## src/rtl/vend_sequencer.sv

```systemverilog
// Vend sequencer: queues vend events from the credit FSM, runs the dispenser
// handshake, and pays change out as timed single-nickel strobes to the hopper.
module vend_sequencer #(
  parameter int DEPTH        = 4,
  parameter int CHG_W        = 3,
  parameter int PULSE_W      = 2,
  parameter int GAP_W        = 2,
  parameter int DISP_TIMEOUT = 255
) (
  input  logic                       i_clk,
  input  logic                       i_rst,
  input  logic                       i_vend,
  input  logic [CHG_W-1:0]           i_change,
  input  logic                       i_disp_done,
  input  logic                       i_hopper_rdy,
  input  logic                       i_clr_fault,
  output logic                       o_disp_start,
  output logic                       o_nickel,
  output logic                       o_busy,
  output logic                       o_fault,
  output logic                       o_drop,
  output logic [$clog2(DEPTH+1)-1:0] o_pending
);

  localparam int PW   = $clog2(DEPTH + 1);
  localparam int AW   = $clog2(DEPTH);
  localparam int TW   = $clog2(DISP_TIMEOUT + 1);
  localparam int PMAX = (PULSE_W > GAP_W) ? PULSE_W : GAP_W;
  localparam int CW   = $clog2(PMAX + 1);

  typedef enum logic [2:0] {
    S_IDLE     = 3'd0,
    S_DISPENSE = 3'd1,
    S_PAYWAIT  = 3'd2,
    S_PAYHI    = 3'd3,
    S_PAYLO    = 3'd4,
    S_FAULT    = 3'd5
  } state_t;

  state_t           state_q, state_d;
  logic [CHG_W-1:0] mem_q [DEPTH];
  logic [AW-1:0]    wr_ptr_q, rd_ptr_q;
  logic [PW-1:0]    count_q, count_d;
  logic [CHG_W-1:0] chg_q, chg_d;
  logic [TW-1:0]    tmo_q, tmo_d;
  logic [CW-1:0]    ph_q, ph_d;
  logic             disp_start_q, nickel_q, busy_q, fault_q, drop_q;
  logic             full_s, empty_s, pop_s, push_s, drop_s;

  assign full_s  = (count_q == PW'(DEPTH));
  assign empty_s = (count_q == {PW{1'b0}});
  // The FSM only pops on its way out of IDLE, so a full queue admits a push only then.
  assign pop_s   = (state_q == S_IDLE) && !empty_s;
  assign push_s  = i_vend && (!full_s || pop_s);
  assign drop_s  = i_vend && full_s && !pop_s;

  // Occupancy bookkeeping for the change FIFO.
  always_comb begin
    count_d = count_q;
    case ({push_s, pop_s})
      2'b10:   count_d = count_q + 1'b1;
      2'b01:   count_d = count_q - 1'b1;
      default: count_d = count_q;
    endcase
  end

  // Next-state and counter logic for the dispense/payout sequence.
  always_comb begin
    state_d = state_q;
    chg_d   = chg_q;
    tmo_d   = tmo_q;
    ph_d    = ph_q;
    case (state_q)
      S_IDLE: begin
        if (pop_s) begin
          state_d = S_DISPENSE;
          chg_d   = mem_q[rd_ptr_q];
          tmo_d   = {TW{1'b0}};
        end else begin
          state_d = S_IDLE;
        end
      end
      S_DISPENSE: begin
        if (i_disp_done) begin
          state_d = (chg_q == {CHG_W{1'b0}}) ? S_IDLE : S_PAYWAIT;
        end else if (tmo_q == TW'(DISP_TIMEOUT - 1)) begin
          state_d = S_FAULT;
          chg_d   = {CHG_W{1'b0}};
        end else begin
          tmo_d = tmo_q + 1'b1;
        end
      end
      S_PAYWAIT: begin
        if (i_hopper_rdy) begin
          state_d = S_PAYHI;
          ph_d    = {CW{1'b0}};
        end else begin
          state_d = S_PAYWAIT;
        end
      end
      S_PAYHI: begin
        if (ph_q == CW'(PULSE_W - 1)) begin
          state_d = S_PAYLO;
          ph_d    = {CW{1'b0}};
        end else begin
          ph_d = ph_q + 1'b1;
        end
      end
      S_PAYLO: begin
        if (ph_q == CW'(GAP_W - 1)) begin
          chg_d   = chg_q - 1'b1;
          ph_d    = {CW{1'b0}};
          state_d = (chg_q == CHG_W'(1)) ? S_IDLE : S_PAYWAIT;
        end else begin
          ph_d = ph_q + 1'b1;
        end
      end
      S_FAULT: begin
        if (i_clr_fault) begin
          state_d = S_IDLE;
        end else begin
          state_d = S_FAULT;
        end
      end
      default: state_d = S_IDLE;
    endcase
  end

  // State, FIFO storage and registered outputs (outputs follow the next state).
  always_ff @(posedge i_clk) begin
    if (i_rst) begin
      state_q      <= S_IDLE;
      for (int i = 0; i < DEPTH; i++) begin
        mem_q[i] <= {CHG_W{1'b0}};
      end
      wr_ptr_q     <= {AW{1'b0}};
      rd_ptr_q     <= {AW{1'b0}};
      count_q      <= {PW{1'b0}};
      chg_q        <= {CHG_W{1'b0}};
      tmo_q        <= {TW{1'b0}};
      ph_q         <= {CW{1'b0}};
      disp_start_q <= 1'b0;
      nickel_q     <= 1'b0;
      busy_q       <= 1'b0;
      fault_q      <= 1'b0;
      drop_q       <= 1'b0;
    end else begin
      state_q <= state_d;
      if (push_s) begin
        mem_q[wr_ptr_q] <= i_change;
        wr_ptr_q        <= wr_ptr_q + 1'b1;
      end
      if (pop_s) begin
        rd_ptr_q <= rd_ptr_q + 1'b1;
      end
      count_q      <= count_d;
      chg_q        <= chg_d;
      tmo_q        <= tmo_d;
      ph_q         <= ph_d;
      disp_start_q <= (state_d == S_DISPENSE) && (state_q != S_DISPENSE);
      nickel_q     <= (state_d == S_PAYHI);
      busy_q       <= (state_d != S_IDLE) || (count_d != {PW{1'b0}});
      fault_q      <= (state_d == S_FAULT);
      drop_q       <= drop_s;
    end
  end

  assign o_disp_start = disp_start_q;
  assign o_nickel     = nickel_q;
  assign o_busy       = busy_q;
  assign o_fault      = fault_q;
  assign o_drop       = drop_q;
  assign o_pending    = count_q;

endmodule

```

## config.mk

```make
export PLATFORM = sky130hd
export DESIGN_NAME = vend_sequencer
export DESIGN_NICKNAME = d
export VERILOG_FILES = /design/src/rtl/vend_sequencer.sv
export SDC_FILE = /design/constraint.sdc
export NUM_CORES = 1
export LEC_CHECK = 0
export CAP_MARGIN = 30
export CORE_ASPECT_RATIO = 0.7
export CORE_MARGIN = 4
export CORE_UTILIZATION = 45
export DETAILED_ROUTE_END_ITERATION = 8
export DONT_BUFFER_PORTS = 1
export SLEW_MARGIN = 20
export SYNTH_ARGS = -nofsm -noshare
export SYNTH_HDL_FRONTEND = slang
export SYNTH_SLANG_ARGS = --single-unit
```

## constraint.sdc

```tcl
create_clock -name i_clk -period 2.47 [get_ports i_clk]
set_input_delay 0.494 -clock i_clk [delete_from_list [all_inputs] [get_ports i_clk]]
set_output_delay 0.494 -clock i_clk [all_outputs]
set_load 0.05 [all_outputs]
```

==> impl_results.md <==
- Status: finished clean
- Port Buf Inserts: 0
- Count leader, synth: nor2_1
- Pre-antenna DRT Iters: 4
- Post-synth top cells: nor2_1, dfxtp_1, nand2_1
- Die X: 90.8 µm
- Root buffer cell: clkbuf_8
- GRT Util Overall: 15.1%
- Synth top area share: 27.8%
- Main combinational cell family by area after synthesis: simple AND/OR/NAND/NOR gates
- Final setup violation count: 0
- Total gr overflow: 0
- Avg Cell Area, Syn: approximately 9.5 µm²
- Post-route clock period utilization: a little under nine tenths
- Placed inst area: ~2200 µm²
- CP Launch Type: register
- Max Slew Vio Count: 0
- I/O Pins: 17
- Sw Share: between 30 and 40%
- 1st-iter DRT viols: roughly 110
- RSZ-0062 raised after global routing: no
- Reg2Reg Depth: 5
- Seq pwr share: a little under two fifths
- Pwr per Cell Area: around 1100 nW/µm²
- Hold WS: roughly 260 ps
- Worst hold endpoint: chg_q[0]
- Ranking of synthesized cells by area: dfxtp_1, edfxtp_1, nor2_1
- Fmax: ~470 MHz
- Global-route wire length before repair: between 7000 and 8000 µm
- WL per Instance: 14.4 µm
- Synth Area in Compound Gates: between 10% and 20%
- CP endpoint kind: register
- Static Leak: 0.864 nW
- Post-synth top area cell: dfxtp_1
- Number of synthesized flops with an enable pin: 12
- Total wire length: roughly 4100 µm
- Non-filler instance count after layout: about 290
- Mapped cell area: about 2200 µm²
- Gpl congestion: just under 0.8
- CTS tree: done
- Post-synthesis async set-or-reset flop share: 0%
- Slew @ Worst Pin: 535 ps
- Clock Sinks: 42
- Sw power: about 0.99 mW
- Cells after DPL: 278
- Worst R2R Start: state_q[2]
- Finished Cell Area: 2330 µm²
- Mux contribution to synthesized area: under 10%
- Synth Register Bits: 42
- Max-slew headroom: between 60 and 70%
- Share of layout cells above drive strength 1: between 10 and 15%
- Mapped Cells: approximately 230
- XOR/XNOR Fraction of Synth Area: under 10%
- Total power: between 2 and 3 mW
- Synth unique cells: 52
- Worst Hold Launch: i_rst
- Max-cap violation count: 0
- CTS max path bufs: 2
- Fin. Hold Viols: 0
- Core area: between 4000 and 5000 µm²
- Worst R2R End: mem_q[0][2]
- Worst-Skew Late Latency: about 300 ps
- TritonCTS buffer count: 5
- Layout area overhead: 7.83%
- WP data arrival: 2070 ps
- Via count: 1547
- H-tree level count: 2
- Row Count: 20
- DRT antenna net count: 0
- Fin crit period: 2120 ps
- # diodes: 0
- CP Max Fanout: 12
- PnR worst setup slack: roughly 350 ps
- Primary FF master, synth: dfxtp_1
- Setup TNS: 0 ps
- # nets final: 245
- Clock power frac: between 20% and 30%
- Place WS: 347 ps
- Initial antenna violation count: 0
- Die height: approximately 66 µm
- Syn. warnings: 0
- Post-detail-place hpwl: roughly 3000 µm
- DR DRC count: 0
- Logic pwr share: 40.6%
- Post-CTS Resized: 0
- Clock Skew: 8.87 ps
- Vias in the first global route: about 1.4k
- Initial Util: between 40% and 50%
- Post-synthesis simple-gate area fraction: a little under a quarter
- Critical Path RT: 2410 ps
- Critical path class: reg2reg
- Largest net degree at the start of global routing: 19
- Hold Crit Class: in2reg
- Pint: 1.53 mW
- Clock-pin transition on the worst setup and hold timing paths: roughly 80 ps
- Fin util: between 50% and 60%
- Peak supply drop: around 0.66 mV
- Syn_nets: between 200 and 250
- Flop-to-flop setup slack: 350 ps
- CTS Hold Bufs: 0
- Post-CTS setup buffers: 0
- Min-Delay Path Depth: 1
- Drt via density: around 5.4
- Sequential fraction of the synthesis area: around 45%
- Adder-Cell Fraction of Synth Area: about 3.8%
- Die Area: roughly 6000 µm²
==> area by class of cell <==
class                      count  area (µm²)
clock inverter                 3        45.0
timing repair buffer           7        52.6
multi-input combinational    161        1080
fill                         421        2150
inverter                      13        48.8
tap                           55        68.8
clock buffer                   5        68.8
sequential                    42         961
==> sequential cells by signal (all words and copies together) (netlist names), 2 cells and up, named ones only <==
signal	flops
chg_q	3
mem_q	12
o_pending	3
ph_q	2
rd_ptr_q	2
state_q	3
tmo_q	8
wr_ptr_q	2
==> per-layer routing <==
metal | GRT usage, % | share of wire, %
met5 | 0 | 0
met4 | 5.73 | 0.90
met3 | 5.23 | 5.9
met2 | 17.8 | 35
met1 | 23.9 | 58
==> power by group through the flow <==
stage	sequential (mW)	combinational (mW)	clock, mW
2_1_floorplan	1.04	0.738	0
3_3_place_gp	0.975	1.02	0
3_5_place_dp	0.974	1.01	0
4_1_cts	0.958	1.01	0.557
5_1_grt	0.975	1.15	0.587
6_report	0.958	1.02	0.541
==> kinds of logic after synthesis <==
kind of cell,count (synthesis)
flip-flops,42
AO/OA/AOI/OAI,41
XOR/XNOR,13
adder cells (fa/ha/maj),6
buffers and inverters,25
AND/OR/NAND/NOR,95
multiplexers,6
==> how the worst max path moves through the flow <==
stage | cells past startpoint | slack (ps) | end | from
2_1_floorplan | 9 | 140 | o_busy | o_pending[0]
4_1_cts | 5 | 370 | mem_q[1][2] | state_q[2]
6_report | 5 | 350 | mem_q[0][2] | state_q[2]
3_3_place_gp | 8 | 390 | o_busy | i_vend
5_1_grt | 5 | 180 | mem_q[1][0] | state_q[2]
3_5_place_dp | 8 | 350 | o_busy | i_vend
==> cells in the final DEF, fill, tap and decap left out, drive strengths merged, types with 3 or more instances in the layout <==
cell    count
xnor2       9
nor2b       4
o21ai       8
nand2b      5
edfxtp     12
nand2      15
a21oi      13
a31oi       4
nor3b       4
mux4        3
nor3        5
a211oi      3
buf         7
mux2i       3
dfxtp      30
xor2        4
nand3       8
inv        13
nor2       33
ha          5
clkbuf      5
nand3b      4
and3        3
==> worst max-delay path, cell delays in order (launching register included) <==
cell and delay (ps):
dfxtp_1 320, buf_4 180, or3_1 490, nand3_1 180, nand2_1 130, o31ai_1 480
Power figures use the tool's default switching activity.
